## src/rtl/multi_digit_display_driver_pkg.sv

```systemverilog
// Shared display types: FSM states, active-low seven-segment glyphs and sizing helpers.
package multi_digit_display_driver_pkg;

    typedef enum logic [1:0] {
        IDLE = 2'd0,
        CONV = 2'd1,
        LOAD = 2'd2
    } state_t;

    // Active-low {dp,g,f,e,d,c,b,a}; dp stays off in every glyph
    localparam logic [7:0] SEG_0     = 8'hC0;
    localparam logic [7:0] SEG_1     = 8'hF9;
    localparam logic [7:0] SEG_2     = 8'hA4;
    localparam logic [7:0] SEG_3     = 8'hB0;
    localparam logic [7:0] SEG_4     = 8'h99;
    localparam logic [7:0] SEG_5     = 8'h92;
    localparam logic [7:0] SEG_6     = 8'h82;
    localparam logic [7:0] SEG_7     = 8'hF8;
    localparam logic [7:0] SEG_8     = 8'h80;
    localparam logic [7:0] SEG_9     = 8'h90;
    localparam logic [7:0] SEG_A     = 8'h88;
    localparam logic [7:0] SEG_B     = 8'h83;
    localparam logic [7:0] SEG_C     = 8'hC6;
    localparam logic [7:0] SEG_D     = 8'hA1;
    localparam logic [7:0] SEG_E     = 8'h86;
    localparam logic [7:0] SEG_F     = 8'h8E;
    localparam logic [7:0] SEG_DASH  = 8'hBF;
    localparam logic [7:0] SEG_BLANK = 8'hFF;

    localparam logic [15:0][7:0] SEG_GLYPHS = {
        SEG_F, SEG_E, SEG_D, SEG_C, SEG_B, SEG_A, SEG_9, SEG_8,
        SEG_7, SEG_6, SEG_5, SEG_4, SEG_3, SEG_2, SEG_1, SEG_0
    };

    function automatic logic [7:0] hex_to_seg(input logic [3:0] nib);
        return SEG_GLYPHS[nib];
    endfunction

    // ceil(width*0.302)+1 digits; 0.302 bounds log10(2) so every width-bit value fits
    function automatic int bcd_digits(input int width);
        return (width * 302 + 999) / 1000 + 1;
    endfunction

endpackage

```

## src/rtl/multi_digit_display_driver_if.sv

```systemverilog
// Value handshake between a data source (master) and the display driver (slave).
interface multi_digit_display_driver_if #(
    parameter int WIDTH = 8
);
    logic [WIDTH-1:0] value;
    logic             valueValid;
    logic             valueReady;
    logic             hexMode;

    modport master (
        output value,
        output valueValid,
        output hexMode,
        input  valueReady
    );

    modport slave (
        input  value,
        input  valueValid,
        input  hexMode,
        output valueReady
    );
endinterface

```

## src/rtl/multi_digit_display_driver_bin_to_bcd_serial.sv

```systemverilog
// Serial double-dabble: one add-3 + shift per cycle, WIDTH cycles per conversion.
module bin_to_bcd_serial
    import multi_digit_display_driver_pkg::*;
#(
    parameter int WIDTH      = 8,
    parameter int BCD_DIGITS = bcd_digits(WIDTH)
) (
    input  logic                    cmosClock,
    input  logic                    reset,
    input  logic                    i_start,
    input  logic [WIDTH-1:0]        i_bin,
    output logic                    o_busy,
    output logic                    o_done,
    output logic [4*BCD_DIGITS-1:0] o_bcd
);

    localparam int CNT_W = $clog2(WIDTH + 1);

    logic [WIDTH-1:0]        r_bin;
    logic [4*BCD_DIGITS-1:0] r_bcd;
    logic [CNT_W-1:0]        r_cnt;
    logic                    r_busy;
    logic [4*BCD_DIGITS-1:0] w_adj;

    always_comb begin
        w_adj = r_bcd;
        for (int d = 0; d < BCD_DIGITS; d++) begin
            if (r_bcd[4*d +: 4] >= 4'd5) begin
                w_adj[4*d +: 4] = r_bcd[4*d +: 4] + 4'd3;
            end
        end
    end

    always_ff @(posedge cmosClock) begin
        if (reset) begin
            r_busy <= 1'b0;
            r_cnt  <= '0;
        end else if (i_start) begin
            r_busy <= 1'b1;
            r_cnt  <= CNT_W'(WIDTH);
        end else if (r_busy) begin
            r_cnt <= r_cnt - 1'b1;
            if (r_cnt == CNT_W'(1)) begin
                r_busy <= 1'b0;
            end
        end
    end

    always_ff @(posedge cmosClock) begin
        if (i_start) begin
            r_bin <= i_bin;
            r_bcd <= '0;
        end else if (r_busy) begin
            {r_bcd, r_bin} <= {w_adj, r_bin} << 1;
        end
    end

    // done marks the cycle whose closing edge performs the final shift
    assign o_busy = r_busy;
    assign o_done = r_busy && (r_cnt == CNT_W'(1));
    assign o_bcd  = r_bcd;

endmodule

```

## src/rtl/multi_digit_display_driver.sv

```systemverilog
// Accepts a value over valid/ready, converts to hex or BCD digits and scans them onto a muxed 7-seg display.
module multi_digit_display_driver
    import multi_digit_display_driver_pkg::*;
#(
    parameter int DIGITS      = 4,
    parameter int WIDTH       = 8,
    parameter int REFRESH_DIV = 100000,
    parameter int BLANK_ZEROS = 1
) (
    input  logic                 cmosClock,
    input  logic                 reset,
    multi_digit_display_driver_if.slave bus,
    output logic                 overflow,
    output logic [DIGITS-1:0]    sevenSegmentEnable,
    output logic [7:0]           sevenSegmentData
);

    localparam int BCD_DIGITS = bcd_digits(WIDTH);
    localparam int DIG_W      = 4 * DIGITS;
    localparam int HEX_EXT_W  = WIDTH + DIG_W;
    localparam int DEC_EXT_W  = 4 * BCD_DIGITS + DIG_W;
    localparam int PRE_W      = $clog2(REFRESH_DIV);
    localparam int IDX_W      = (DIGITS > 1) ? $clog2(DIGITS) : 1;

    state_t                  r_state;
    state_t                  w_next;
    logic                    w_ready;
    logic                    w_xfer;
    logic                    w_start;
    logic                    w_load;

    logic [WIDTH-1:0]        r_value;
    logic                    r_hex;
    logic [DIG_W-1:0]        r_digits;
    logic                    r_overflow;

    logic                    w_conv_busy;
    logic                    w_conv_done;
    logic [4*BCD_DIGITS-1:0] w_bcd;
    logic [HEX_EXT_W-1:0]    w_hex_ext;
    logic [DEC_EXT_W-1:0]    w_dec_ext;

    logic [PRE_W-1:0]        r_presc;
    logic [IDX_W-1:0]        r_idx;
    logic                    w_wrap;
    logic [3:0]              w_nib;
    logic                    w_blank;
    logic [7:0]              w_seg;
    logic [DIGITS-1:0]       w_en;
    logic [DIGITS-1:0]       r_en;
    logic [7:0]              r_seg;

    always_ff @(posedge cmosClock) begin
        if (reset) begin
            r_state <= IDLE;
        end else begin
            r_state <= w_next;
        end
    end

    always_comb begin
        w_next = r_state;
        case (r_state)
            IDLE:    if (w_xfer) w_next = bus.hexMode ? LOAD : CONV;
            CONV:    if (w_conv_done || !w_conv_busy) w_next = LOAD;
            LOAD:    w_next = IDLE;
            default: w_next = IDLE;
        endcase
    end

    always_comb begin
        w_ready = (r_state == IDLE);
        w_xfer  = bus.valueValid && w_ready;
        w_start = w_xfer && !bus.hexMode;
        w_load  = (r_state == LOAD);
    end

    assign bus.valueReady = w_ready;

    always_ff @(posedge cmosClock) begin
        if (w_xfer) begin
            r_value <= bus.value;
            r_hex   <= bus.hexMode;
        end
    end

    bin_to_bcd_serial #(
        .WIDTH      (WIDTH),
        .BCD_DIGITS (BCD_DIGITS)
    ) u_bcd (
        .cmosClock (cmosClock),
        .reset     (reset),
        .i_start   (w_start),
        .i_bin     (r_value_src()),
        .o_busy    (w_conv_busy),
        .o_done    (w_conv_done),
        .o_bcd     (w_bcd)
    );

    // The converter samples the bus directly on the transfer edge so CONV starts shifting next cycle
    function automatic logic [WIDTH-1:0] r_value_src();
        return bus.value;
    endfunction

    // Zero-extended views: low digits go to the display, anything above them flags overflow
    assign w_hex_ext = {{DIG_W{1'b0}}, r_value};
    assign w_dec_ext = {{DIG_W{1'b0}}, w_bcd};

    always_ff @(posedge cmosClock) begin
        if (reset) begin
            r_digits   <= '0;
            r_overflow <= 1'b0;
        end else if (w_load) begin
            if (r_hex) begin
                r_digits   <= w_hex_ext[DIG_W-1:0];
                r_overflow <= |w_hex_ext[HEX_EXT_W-1:DIG_W];
            end else begin
                r_digits   <= w_dec_ext[DIG_W-1:0];
                r_overflow <= |w_dec_ext[DEC_EXT_W-1:DIG_W];
            end
        end
    end

    assign w_wrap = (r_presc == PRE_W'(REFRESH_DIV - 1));

    always_ff @(posedge cmosClock) begin
        if (reset) begin
            r_presc <= '0;
            r_idx   <= '0;
        end else begin
            r_presc <= w_wrap ? '0 : r_presc + 1'b1;
            if (w_wrap) begin
                r_idx <= (r_idx == IDX_W'(DIGITS - 1)) ? '0 : r_idx + 1'b1;
            end
        end
    end

    always_comb begin
        w_nib   = r_digits[4*r_idx +: 4];
        w_blank = (BLANK_ZEROS != 0) && (r_idx != '0) && ((r_digits >> (4*r_idx)) == '0);
        if (r_overflow) begin
            w_seg = SEG_DASH;
        end else if (w_blank) begin
            w_seg = SEG_BLANK;
        end else begin
            w_seg = hex_to_seg(w_nib);
        end
        w_en = ~(DIGITS'(1) << r_idx);
    end

    // Enable and data load together at the wrap so a digit never shows its neighbour's glyph
    always_ff @(posedge cmosClock) begin
        if (reset) begin
            r_en  <= '1;
            r_seg <= SEG_BLANK;
        end else if (w_wrap) begin
            r_en  <= w_en;
            r_seg <= w_seg;
        end
    end

    assign overflow           = r_overflow;
    assign sevenSegmentEnable = r_en;
    assign sevenSegmentData   = r_seg;

endmodule

```

## src/flat_wrapper.sv

```systemverilog
// flat-port wrapper written by rule: the top's interface ports become plain ports
module multi_digit_display_driver_flat import multi_digit_display_driver_pkg::*;
#(
    parameter int DIGITS      = 4,
    parameter int WIDTH       = 8,
    parameter int REFRESH_DIV = 100000,
    parameter int BLANK_ZEROS = 1
)
  (cmosClock, reset, overflow, sevenSegmentEnable, sevenSegmentData, bus_value, bus_valueValid, bus_hexMode, bus_valueReady);
  multi_digit_display_driver_if #(.WIDTH(WIDTH)) bus_i ();
  input  logic cmosClock;
  input  logic reset;
  output logic overflow;
  output logic [DIGITS-1:0] sevenSegmentEnable;
  output logic [7:0] sevenSegmentData;
  input wire logic [$bits(bus_i.value)-1:0] bus_value;
  input wire logic [$bits(bus_i.valueValid)-1:0] bus_valueValid;
  input wire logic [$bits(bus_i.hexMode)-1:0] bus_hexMode;
  output wire logic [$bits(bus_i.valueReady)-1:0] bus_valueReady;
  assign bus_i.value = bus_value;
  assign bus_i.valueValid = bus_valueValid;
  assign bus_i.hexMode = bus_hexMode;
  assign bus_valueReady = bus_i.valueReady;
  multi_digit_display_driver #(.DIGITS(DIGITS), .WIDTH(WIDTH), .REFRESH_DIV(REFRESH_DIV), .BLANK_ZEROS(BLANK_ZEROS)) u_core (.cmosClock(cmosClock), .reset(reset), .bus(bus_i), .overflow(overflow), .sevenSegmentEnable(sevenSegmentEnable), .sevenSegmentData(sevenSegmentData));
endmodule
```

## config.mk

```make
export PLATFORM = sky130hd
export DESIGN_NAME = multi_digit_display_driver_flat
export DESIGN_NICKNAME = d
export VERILOG_FILES = /design/src/rtl/multi_digit_display_driver_pkg.sv /design/src/rtl/multi_digit_display_driver_if.sv /design/src/rtl/multi_digit_display_driver_bin_to_bcd_serial.sv /design/src/rtl/multi_digit_display_driver.sv /design/src/flat_wrapper.sv
export SDC_FILE = /design/constraint.sdc
export NUM_CORES = 1
export LEC_CHECK = 0
export ABC_AREA = 1
export CORE_UTILIZATION = 40
export DETAILED_ROUTE_END_ITERATION = 10
export PLACE_DENSITY = 0.59
export SETUP_SLACK_MARGIN = 0.4
export SLEW_MARGIN = 20
export SYNTH_ARGS = -nofsm -noshare
export SYNTH_HDL_FRONTEND = slang
export SYNTH_SLANG_ARGS = --single-unit
export TNS_END_PERCENT = 10
```

## constraint.sdc

```tcl
create_clock -name cmosClock -period 2.7 [get_ports cmosClock]
set_clock_uncertainty 0.1 [all_clocks]
set_input_delay 0.54 -clock cmosClock [delete_from_list [all_inputs] [get_ports cmosClock]]
set_output_delay 0.54 -clock cmosClock [all_outputs]
set_load 0.01 [all_outputs]
```

---- Word level (Yosys, flattened, before mapping) ----
Memory sizes are Yosys's and may differ from the RTL's.
Index checks and enable logic that the tools add are counted.
W data, S select, Z words.
storage, ports and cells
  memories ................................ 1
  ROM bits ................................ 128
  bits in latches ......................... 0
  bits in writable memories ............... 0
  bits in registers ....................... 87
operators by class
  multipliers ............................. 0
  divide/modulo/power cells ............... 0
  add/sub/neg operators ................... 7
  muxes and demuxes ....................... 19
  bitwise gates (word level) .............. 1
  reduce and logical (&&, ||, !) cells .... 14
  order comparisons ....................... 5
  equality and inequality tests ........... 7
  shift operators ......................... 3
memory list
  memory            depth  width  rd ports  clocked after memory_dff  write ports  line                                  RTL
  (name not given)  16     8      1         0                         0            multi_digit_display_driver_pkg.sv:36  return SEG_GLYPHS[nib];
operators with widths
  kind                     number
  $mux W8                  4
  $mux W4                  5
  $add A17 B1 Y17 const B  1
  $eq A17 B17 Y1 const B   1
  $ge A4 B3 Y1 const B     4
  $logic_not A16 Y1        1
  $mux W16                 1
  $shiftx A16 B5 Y4        1
  $shr A16 B4 Y16          1
  $add A4 B2 Y4 const B    3
  $mux W2                  4
  $lt A4 B5 Y1 const B     1
  $eq A2 B2 Y1 const B     2
  $eq A4 B1 Y1 const B     1
  $logic_and A1 B1 Y1      4
  $ne A2 B1 Y1 const B     2
  $not A4 Y4               1
  $pmux W2 S2              1
  $reduce_bool A2 Y1       2
  $reduce_or A2 Y1         2
  $shl A1 B2 Y4 const A    1
  $sub A4 B1 Y4 const B    1
  $add A3 B2 Y3 const B    1
  $mux W1                  3
  7 further kinds          8

---- Depth between registers and ports, before layout ----
Gate-level depths: netlist (run 1).
  depth after elaboration ................. 5
  gate-level depth with buffers ........... 15
  depth with buffers taken out ............ 13

---- Cells and area by module ----
A second synthesis (run 1) with hierarchy kept.
second synthesis, totals
  cell total of the unflattened synthesis .. 596
  area total of the unflattened synthesis .. 4,419.2 um^2
by module, submodules not included
  module                      instances  cells each  area each (um^2)
  multi_digit_display_driver  1          394         2,915.3
  bin_to_bcd_serial           1          202         1,503.9

---- Worst setup path before layout (run 1) ----
OpenSTA, ideal clock, no wires.
  path kind ............................... register -> register
  start ................................... register u_core.r_idx[0]
  end ..................................... register u_core.r_seg[6] (netlist: u_core.sevenSegmentData[6])
  data required time ...................... 2.536 ns
  cell stages (with the launch flop) ...... 16
  path slack .............................. 0.879 ns
  path buffers ............................ 2
  arrival ................................. 1.657 ns
  cell sequence ........................... dfxtp_1 buf_6 inv_6 buf_8 nand2_1 nand3_1 nand2_1 ha_1 inv_1 nor2_1 nand3_1 nor2_1 nand2_1 nand2_4 nor2_1 nor2_1
on the way
  word-level cells in the longest chain between the ends .. 4
  elaborated cells on any way between the ends .. 8
RTL lines
  what                                                                  line                                                                     RTL
  start: declaration                                                    multi_digit_display_driver.sv:44                                         logic [IDX_W-1:0] r_idx;
  start signal: assignment                                              multi_digit_display_driver.sv:133                                        r_idx <= (r_idx == IDX_W'(DIGITS - 1)) ? '0 : r_idx + 1'b1;
  $shiftx A16 B5 Y4 or $shr A16 B4 Y16 (tied branches)                  multi_digit_display_driver.sv:139, multi_digit_display_driver.sv:140
  $mem_v2 Z16 W8 or $logic_not A16 Y1 (tied branches)                   n/a
  $mux W8 (not written as such) or $logic_and A1 B1 Y1 (tied branches)  multi_digit_display_driver_pkg.sv:36, multi_digit_display_driver.sv:140
  $mux W8 (*)                                                           multi_digit_display_driver.sv:143                                        end else if (w_blank) begin
  end signal: assignment                                                multi_digit_display_driver.sv:158                                        r_seg <= w_seg;
  end: declaration                                                      multi_digit_display_driver.sv:51                                         logic [7:0] r_seg;
Mark *: on every way between the ends. The rest lies on a longest branch, timed or not. The select of a mux whose other input is x is not followed.
A chain may end at the register's enable or synchronous reset.

---- Final worst setup path (run 1) ----
  start ................................... register u_core.r_state[0]
  end ..................................... output port bus_valueReady
on the way
  word-level cells in the longest chain between the ends .. 1
RTL lines
  what                      line                              RTL
  start: declaration        multi_digit_display_driver.sv:25  state_t r_state;
  start signal: assignment  multi_digit_display_driver.sv:57  r_state <= w_next;
  $logic_not A2 Y1          multi_digit_display_driver.sv:72  w_ready = (r_state == IDLE);
  end: declaration          flat_wrapper.sv:19                output wire logic [$bits(bus_i.valueReady)-1:0] bus_valueReady;
No other way between the ends.

==> results.sh, run 1 <==
export IMPL_run_status="finished clean"
export IMPL_synth_edff_count=17
export IMPL_post_dp_hpwl_um=6670
export IMPL_r2r_start="u_core.r_idx[1]$_SDFFE_PP0N_"
export IMPL_port_buffers=23
export IMPL_num_rows=37
export IMPL_netlist_instances=560
export IMPL_cts_tree="yes"
export IMPL_multiInputGateArea_sq_mm=0.00208
export IMPL_drt_vias_per_instance=4.90
export IMPL_worstPathArrival_ns=1.44
export IMPL_drtIter0Drc=163
export IMPL_power_density_mw_per_mm2=520
export IMPL_startpoint_type="flip-flop"
export IMPL_drive_above_1_share_pct=8.67
export IMPL_clk_pin_slew_ns=0.08
export IMPL_crit_start="u_core.r_state[0]$_SDFFE_PP0P_"
export IMPL_cts_buffers_inserted=9
export IMPL_p_leak_uw=0.00201
export IMPL_peakVddDrop_mv=0.358
export IMPL_dr_pass1_iters=4
export IMPL_grt_pass1_wl_um=15500
export IMPL_setup_viol=0
export IMPL_dieArea_sq_mm=0.0113
export IMPL_antenna_found_initial=0
export IMPL_ctsLongestPathBuffers=2
export IMPL_maxCapViolCount=0
export IMPL_tightest_slew_ns=0.619
export IMPL_async_reset_ff_share_pct=0
export IMPL_postSynthNetCount=593
export IMPL_post_cts_buffers=0
export IMPL_totalPowerFinal_uw=2530
export IMPL_post_route_period_util_pct=77.1
export IMPL_path_cells="nor2_1 -> clkdlybuf4s50_1"
export IMPL_grt_overflow_total=0
export IMPL_endpoint_kind="primary output"
export IMPL_fin_crit_ns=2.08
export IMPL_slew_limit_headroom_pct=58.7
export IMPL_crit_type="reg2out"
export IMPL_avgRoutedWirePerCell_um=12.4
export IMPL_ys_types=42
export IMPL_cpPeakStageDelay_ns=0.57
export IMPL_die_x_um=106
export IMPL_rsz0062_at_grt="false"
export IMPL_grt_usage_pct=17.1
export IMPL_root_buffer="clkbuf_8"
export IMPL_ant_nets=0
export IMPL_syn_to_final_growth_pct=11.8
export IMPL_clk_latency_ns=0.35
export IMPL_htree_levels=3
export IMPL_routabilityCongestion=0.833
export IMPL_synthTopCellsByArea="dfxtp_1 32%, edfxtp_1 12%, nand2_1 11%"
export IMPL_cts_sinks=86
export IMPL_grt_pass1_vias=3380
export IMPL_worstHoldPathType="reg2reg"
export IMPL_crit_family="buffers and inverters"
export IMPL_vias=3551
export IMPL_die_y_um=106
export IMPL_syn_avg_cell_area_sq_um=7.76
export IMPL_min_delay_start="u_core.r_presc[0]$_SDFF_PP0_"
export IMPL_drc=0
export IMPL_ff_latch_area_sq_mm=0.00189
export IMPL_cp_num_buf_inv=1
export IMPL_ys_seq_area_share_pct=43.5
export IMPL_crit_path_top_delay_cell="clkdlybuf4s50_1"
export IMPL_core_area_sq_mm=0.0104
export IMPL_synth_main_ff_cell="dfxtp_1"
export IMPL_hold_ws_ns=0.353
export IMPL_initial_utilization_pct=41.7
export IMPL_drv_slew=0
export IMPL_synth_area_sq_mm=0.00435
export IMPL_fmaxAchievable_mhz=480
export IMPL_fin_setup_tns_ns=0
export IMPL_synth_top_area_share_pct=31.8
export IMPL_wl_um=8950
export IMPL_final_hold_viol_count=0
export IMPL_io_pins=26
export IMPL_fillers=1049
export IMPL_ys_warn_count=0
export IMPL_nNetsFinal=616
export IMPL_crit_fanout=5
export IMPL_grt_max_degree=29
export IMPL_diodes=0
export IMPL_yosys_cell_count_top_type="nand2_1"
export IMPL_synth_area_leader_cell="dfxtp_1"
export IMPL_synth_seq_cells=86
export IMPL_yosys_top_cells_count="128 x nand2_1, 69 x dfxtp_1, 61 x inv_1"
export IMPL_crit_required_ns=2.06
layer usage:
metal | up-vias | GRT usage, % | routed length [um]
met1 | 1631 | 22.4 | 4210
met3 | 2 | 3.68 | 350
met5 | - | 0 | 0
li1 | 1865 | - | -
met4 | 0 | 4.56 | 34
met2 | 53 | 28.4 | 4350
cell type report:
cell class / instances / area share (%)
inverters: 67 / 5.33
repair buffers: 29 / 5.67
well taps: 136 / 3.50
flip-flops and latches: 86 / 39.0
clock buffers: 10 / 2.65
multi-input cells: 390 / 42.9
clock inverters: 6 / 0.953
sequential cells by signal, summed over array words and instances (netlist names):
signal,count
u_core.u_bcd.r_cnt,4
u_core.r_value,8
u_core.r_hex,1
u_core.r_state,2
u_core.u_bcd.o_busy,1
u_core.r_digits,16
u_core.sevenSegmentEnable,4
u_core.r_idx,2
u_core.u_bcd.r_bin,8
u_core.r_presc,17
u_core.u_bcd.o_bcd,16
u_core.sevenSegmentData,7
cells by family after synthesis:
logic type | Yosys count | share of synthesized area [%]
compound gates | 101 | 12.9
xor+xnor | 7 | 1.41
fa+ha+maj | 21 | 6.05
buf+inv | 84 | 8.49
flops | 86 | 43.5
other cells | 2 | 0.173
simple gates | 259 | 27.5
placed cells by master (no fill, tap or decap), drive strengths merged:
cell,n
and2,1
conb,2
nor3,4
clkdlybuf4s50,23
inv,67
a21oi,52
clkinv,4
o21ai,29
or2,11
clkinvlp,2
a221oi,2
nand2,134
a31oi,3
xor2,6
nand3,43
o211ai,2
xnor2,1
o21bai,1
edfxtp,17
o22ai,3
a211oi,4
dfxtp,69
a32oi,4
nor2,59
ha,21
o21a,1
clkbuf,10
buf,6
nand4,7
what timing repair did:
action,in CTS,in global routing
resized for setup,0,1
setup endpoints to repair,0,6
hold buffers,0,0
through the flow:
step | area (sq um) | util, % | setup WS (ns) | instances
finish | 4860 | 46.6 | 0.619 | 724
global route | 4860 | 46.6 | 0.504 | 724
global placement | 4680 | 44.9 | 0.543 | 708
floorplan | 4350 | - | 0.879 | 560
detailed placement | 4680 | 44.9 | 0.492 | 708
CTS | 4860 | 46.6 | 0.598 | 724
power breakdown:
| part | internal, uW | leakage [uW] | total [uW] | switching, uW |
|---|---|---|---|---|
| Clock | 343 | 0.0000858 | 816 | 473 |
| Sequential | 1370 | 0.000724 | 1420 | 43.2 |
| Combinational | 107 | 0.00120 | 296 | 189 |
| Total | 1820 | 0.00201 | 2530 | 705 |
worst paths after layout:
check	endpoint	slack, ns	cells after the start
worst max-delay path	bus_valueReady	0.62	2
worst min-delay path	u_core.r_presc[0]$_SDFF_PP0_	0.35	1
worst max register to register	u_core.sevenSegmentData[6]$_SDFFE_PP1N_	0.73	12
worst min register to register	u_core.r_presc[0]$_SDFF_PP0_	0.35	1
Note: power is estimated with default switching activity, not from simulation.
==> run 2: changes to the inputs <==
Clock period 2.7 ns to 1.93 ns, I/O delays scaled along.
==> results.sh, run 2 (synthesis gave the netlist of run 1 again) <==
export IMPL_dieArea_sq_mm=0.0113
export IMPL_htree_levels=3
export IMPL_run_status="finished clean"
export IMPL_rsz0062_at_grt="true"
export IMPL_sequentialPowerShare_pct=54.8
export IMPL_dr_pass1_iters=4
export IMPL_post_dp_hpwl_um=6520
export IMPL_ant_nets=0
export IMPL_totalPowerFinal_uw=3600
export IMPL_syn_to_final_growth_pct=20.8
export IMPL_cts_sinks=86
export IMPL_fin_crit_ns=1.73
export IMPL_wl_um=9390
export IMPL_drtIter0Drc=184
export IMPL_diodes=0
export IMPL_io_pins=26
export IMPL_crit_fanout=7
export IMPL_power_density_mw_per_mm2=687
export IMPL_grt_busiest_layer="met2"
export IMPL_p_clk_share_pct=31.0
export IMPL_grtUsageMet1_pct=22.2
export IMPL_drc=0
export IMPL_r2r_cells=13
export IMPL_clk_pin_slew_ns=0.08
export IMPL_setup_viol=0
export IMPL_drt_vias_per_instance=4.97
export IMPL_clk_latency_ns=0.36
export IMPL_switching_share_pct=28.1
export IMPL_post_route_period_util_pct=89.8
export IMPL_root_buffer="clkbuf_8"
export IMPL_final_common_cell="nand2_1"
export IMPL_grt_pass1_wl_um=15300
export IMPL_ctsHoldBuffers=0
export IMPL_use_met2_pct=27.6
export IMPL_p_int_uw=2590
export IMPL_die_y_um=106
export IMPL_cts_tree="yes"
export IMPL_endpoint_kind="flip-flop"
export IMPL_port_buffers=23
export IMPL_ctsLongestPathBuffers=2
export IMPL_fmaxAchievable_mhz=577
export IMPL_worstPathArrival_ns=1.93
export IMPL_startpoint_type="flip-flop"
export IMPL_cts_buffers_inserted=9
export IMPL_grt_usage_pct=17.1
export IMPL_antenna_found_initial=0
export IMPL_fillers=1013
export IMPL_largest_reg_flops=17
export IMPL_grt_use_met3_pct=4.48
export IMPL_avgRoutedWirePerCell_um=12.6
export IMPL_tightest_slew_ns=0.584
export IMPL_slew_limit_headroom_pct=61.0
export IMPL_drv_slew=0
export IMPL_grt_max_degree=23
export IMPL_drive_above_1_share_pct=17.9
export IMPL_p_comb_share_pct=14.2
export IMPL_maxCapViolCount=0
export IMPL_initial_utilization_pct=41.7
export IMPL_die_x_um=106
export IMPL_regMostFlops="u_core.r_presc"
export IMPL_num_rows=37
export IMPL_grt_pass1_vias=3352
export IMPL_crit_type="reg2reg"
export IMPL_holdPathStages=1
export IMPL_grt_overflow_total=0
export IMPL_crit_required_ns=2.12
export IMPL_worstHoldPathType="reg2reg"
export IMPL_fin_setup_tns_ns=0
export IMPL_core_area_sq_mm=0.0104
export IMPL_layout_common_cells="118 x nand2_1, 60 x dfxtp_1, 57 x inv_1"
export IMPL_peakVddDrop_mv=0.414
export IMPL_final_hold_viol_count=0
export IMPL_vias=3701
export IMPL_nNetsFinal=637
export IMPL_p_sw_uw=1010
export IMPL_p_leak_uw=0.00216
export IMPL_routabilityCongestion=0.841
## run 2: cell types whose count changed in the layout (fill, tap and decap cells not counted), sizes merged
cell	before	now
buf	6	27
clkdlybuf4s50	23	21
dlygate4sd2	0	2
clkbuf	10	11
clkinvlp	2	1
## run 2: what timing repair did
item	in CTS	in global routing
pin swaps	9	18
endpoints found under the setup margin	47	75
gates resized for setup	18	45
endpoints found under the hold margin	0	0
buffers inserted	8	8
## run 2: final cells by class
type / instances / area [sq um] / area share (%)
clock buffers: 11 / 131 / 2.50
multi-input cells: 390 / 2280 / 43.4
flip-flops and latches: 86 / 1920 / 36.5
inverters: 67 / 267 / 5.08
repair buffers: 50 / 453 / 8.63
well taps: 136 / 170 / 3.24
clock inverters: 5 / 35.0 / 0.667
## run 2: power groups by stage
stage / clock, uW / sequential [uW] / combinational (uW)
CTS: 1160 / 1970 / 460
finish: 1120 / 1980 / 513
global placement: 0 / 2010 / 430
floorplan: 0 / 1990 / 313
global route: 1240 / 1990 / 575
detailed placement: 0 / 2010 / 438
## run 2: worst paths after layout
check	start	endpoint	slack, ns
setup / recovery	u_core.r_idx[0]$_SDFFE_PP0N_	u_core.sevenSegmentData[6]$_SDFFE_PP1N_	0.20
hold / removal	u_core.r_presc[0]$_SDFF_PP0_	u_core.r_presc[0]$_SDFF_PP0_	0.34
setup reg to reg	u_core.r_idx[0]$_SDFFE_PP0N_	u_core.sevenSegmentData[6]$_SDFFE_PP1N_	0.20
hold reg to reg	u_core.r_presc[0]$_SDFF_PP0_	u_core.r_presc[0]$_SDFF_PP0_	0.34
## run 2: metal layers
| layer | vias up | wire, um |
|---|---|---|
| met3 | 12 | 376 |
| met2 | 78 | 4480 |
| li1 | 1911 | - |
| met4 | 0 | 138 |
| met5 | - | 0 |
| met1 | 1700 | 4400 |
## run 2: worst max-delay path: stages (launching register included)
cell,delay (ns)
dfxtp_4,0.45
inv_8,0.07
nand2_4,0.07
nand3_4,0.07
nand2_4,0.11
ha_4,0.15
inv_4,0.04
buf_4,0.12
buf_4,0.13
o21ai_2,0.13
nand2_1,0.06
inv_1,0.06
nor2_2,0.04
nor2_1,0.09
## run 2: per-stage QoR
stage                     instances  hold WS (ns)  area (sq um)  setup WS (ns)  utilization, %
after global placement          713         0.332          4750         0.0757            45.6
after floorplan                 560         0.314          4360          0.203               -
after global routing            745         0.358          5250         0.0798            50.4
final                           745         0.340          5250          0.196            50.4
after CTS                       737         0.364          5040          0.183            48.4
after detailed placement        713         0.343          4750         0.0184            45.6
==> run 3: changes to the inputs <==
Settings changed: CTS_CLUSTER_DIAMETER set to 100, DONT_BUFFER_PORTS set to 1, PLACE_DENSITY 0.59 to 0.56.
==> results.sh, run 3 (synthesis gave the netlist of run 1 again) <==
export IMPL_avgRoutedWirePerCell_um=12.5
export IMPL_antenna_found_initial=0
export IMPL_crit_type="reg2reg"
export IMPL_crit_start="u_core.r_idx[0]$_SDFFE_PP0N_"
export IMPL_drc=0
export IMPL_initial_utilization_pct=41.7
export IMPL_htree_levels=3
export IMPL_power_density_mw_per_mm2=741
export IMPL_ctsLongestPathBuffers=2
export IMPL_die_x_um=106
export IMPL_grt_usage_pct=17.0
export IMPL_crit_fanout=7
export IMPL_final_hold_viol_count=0
export IMPL_grt_pass1_wl_um=15400
export IMPL_tightest_slew_ns=0.597
export IMPL_final_common_cell="nand2_1"
export IMPL_worstHoldPathType="in2reg"
export IMPL_r2r_slack_ns=0.31
export IMPL_utilization_pct=49.1
export IMPL_core_area_sq_mm=0.0104
export IMPL_whs_endpoint="u_core.sevenSegmentEnable[3]$_SDFFE_PP1N_"
export IMPL_drt_vias_per_instance=5.02
export IMPL_peakVddDrop_mv=0.441
export IMPL_min_delay_start="reset"
export IMPL_run_status="finished clean"
export IMPL_io_pins=26
export IMPL_preCtsSetupSlack_ns=0.105
export IMPL_dieArea_sq_mm=0.0113
export IMPL_grt_max_degree=23
export IMPL_drive_above_1_share_pct=16.7
export IMPL_root_buffer="clkbuf_8"
export IMPL_clk_latency_ns=0.36
export IMPL_cts_buffers_inserted=9
export IMPL_rsz0062_at_grt="true"
export IMPL_vias=3667
export IMPL_clk_pin_slew_ns=0.09
export IMPL_regMostFlops="u_core.r_presc"
export IMPL_die_y_um=106
export IMPL_r2r_start="u_core.r_idx[0]$_SDFFE_PP0N_"
export IMPL_finalWorstSetupSlack_ns=0.305
export IMPL_grt_pass1_vias=3363
export IMPL_post_dp_hpwl_um=6450
export IMPL_wl_um=9120
export IMPL_layout_common_cells="118 x nand2_1, 67 x dfxtp_1, 59 x inv_1"
export IMPL_cts_tree="yes"
export IMPL_startpoint_type="flip-flop"
export IMPL_crit_path_top_delay_cell="dfxtp_4"
export IMPL_fmaxAchievable_mhz=615
export IMPL_placed_cell_area_sq_mm=0.00451
export IMPL_crit_required_ns=2.09
export IMPL_syn_to_final_growth_pct=17.7
export IMPL_setup_viol=0
export IMPL_nNetsFinal=622
export IMPL_dr_pass1_iters=4
export IMPL_fin_area_sq_mm=0.00511
export IMPL_hold_ws_ns=0.0193
export IMPL_slew_limit_headroom_pct=60.1
export IMPL_drtIter0Drc=254
export IMPL_r2r_end="u_core.sevenSegmentData[6]$_SDFFE_PP1N_"
export IMPL_fillers=1023
export IMPL_routabilityCongestion=0.846
export IMPL_fin_setup_tns_ns=0
export IMPL_largest_reg_flops=17
export IMPL_maxCapViolCount=0
export IMPL_cpPeakStageDelay_ns=0.43
export IMPL_ant_nets=0
export IMPL_port_buffers=0
export IMPL_post_route_period_util_pct=84.2
export IMPL_cts_sinks=86
export IMPL_endpoint_kind="flip-flop"
export IMPL_path_cells="inv_8 -> nand2_4 -> nand2_1 -> nand2_1 -> nand2_1 -> ha_1 -> nand3_2 -> nand3_1 -> nand2_1 -> inv_1 -> nor2_1 -> nor2_1"
export IMPL_fin_crit_ns=1.62
export IMPL_diodes=0
export IMPL_crit_top_cell="nand2_1"
export IMPL_num_rows=37
export IMPL_r2r_cells=12
export IMPL_p_leak_uw=0.00209
export IMPL_drv_slew=0
export IMPL_holdPathStages=2
export IMPL_grt_overflow_total=0
export IMPL_worstPathArrival_ns=1.79
## run 3: changes by cell type in the layout (fill, tap and decap cells not counted), sizes merged, moves of 2 or more
cell and delta:
clkdlybuf4s50 -21, dlygate4sd2 -2, bufinv +2, buf -3
dlygate4sd3 +10
## run 3: timing repair
action	CTS	global route
hold buffers	1	9
gates resized for setup	21	27
gates cloned	1	0
buffers inserted	8	5
setup endpoints to repair	56	71
pin swaps	13	14
hold endpoints to repair	12	9
## run 3: layout make-up
type                            count  area (sq um)  share of cell area [%]
Clock buffer                       10           128                    2.50
Clock inverter                      6          86.3                    1.69
Timing Repair Buffer               34           278                    5.43
Tap cell                          136           170                    3.33
Inverter                           67           264                    5.16
Multi-Input combinational cell    391          2290                    44.7
Sequential cell                    86          1900                    37.2
## run 3: report_power, final
group / switching, uW / leakage (uW) / internal (uW)
clock: 631 / 0.000108 / 727
sequential: 55.0 / 0.000725 / 1920
combinational: 285 / 0.00126 / 174
total: 972 / 0.00209 / 2820
## run 3: stage by stage
step	std cells	power [uW]
floorplan	560	2310
global placement	690	2400
detailed placement	690	2410
CTS	716	3810
global route	730	4000
finish	730	3790
## run 3: critical path, delay by kind of cell, from the launching register on
kind          cells  cell delay (ns)
fa+ha+maj         1             0.25
buf+inv           2             0.09
flops             1             0.43
simple gates      9             0.65
## run 3: how the worst max path moves through the flow
| stage | cells past startpoint | slack, ns | endpoint |
|---|---|---|---|
| 3_5_place_dp | 13 | 0.11 | u_core.sevenSegmentData[6]$_SDFFE_PP1N_ |
| 6_report | 12 | 0.31 | u_core.sevenSegmentData[6]$_SDFFE_PP1N_ |
| 4_1_cts | 6 | 0.27 | u_core.u_bcd.o_bcd[7]$_SDFFE_PP0P_ |
| 2_1_floorplan | 15 | 0.20 | u_core.sevenSegmentData[6]$_SDFFE_PP1N_ |
| 3_3_place_gp | 13 | 0.19 | u_core.sevenSegmentData[6]$_SDFFE_PP1N_ |
| 5_1_grt | 12 | 0.17 | u_core.sevenSegmentData[2]$_SDFFE_PP1N_ |
## run 3: metal layers
layer	vias up	wire, um	GRT usage [%]
met3	12	330	4.05
li1	1887	-	-
met5	-	0	0
met1	1702	4300	22.0
met2	66	4370	28.2
met4	0	118	5.06
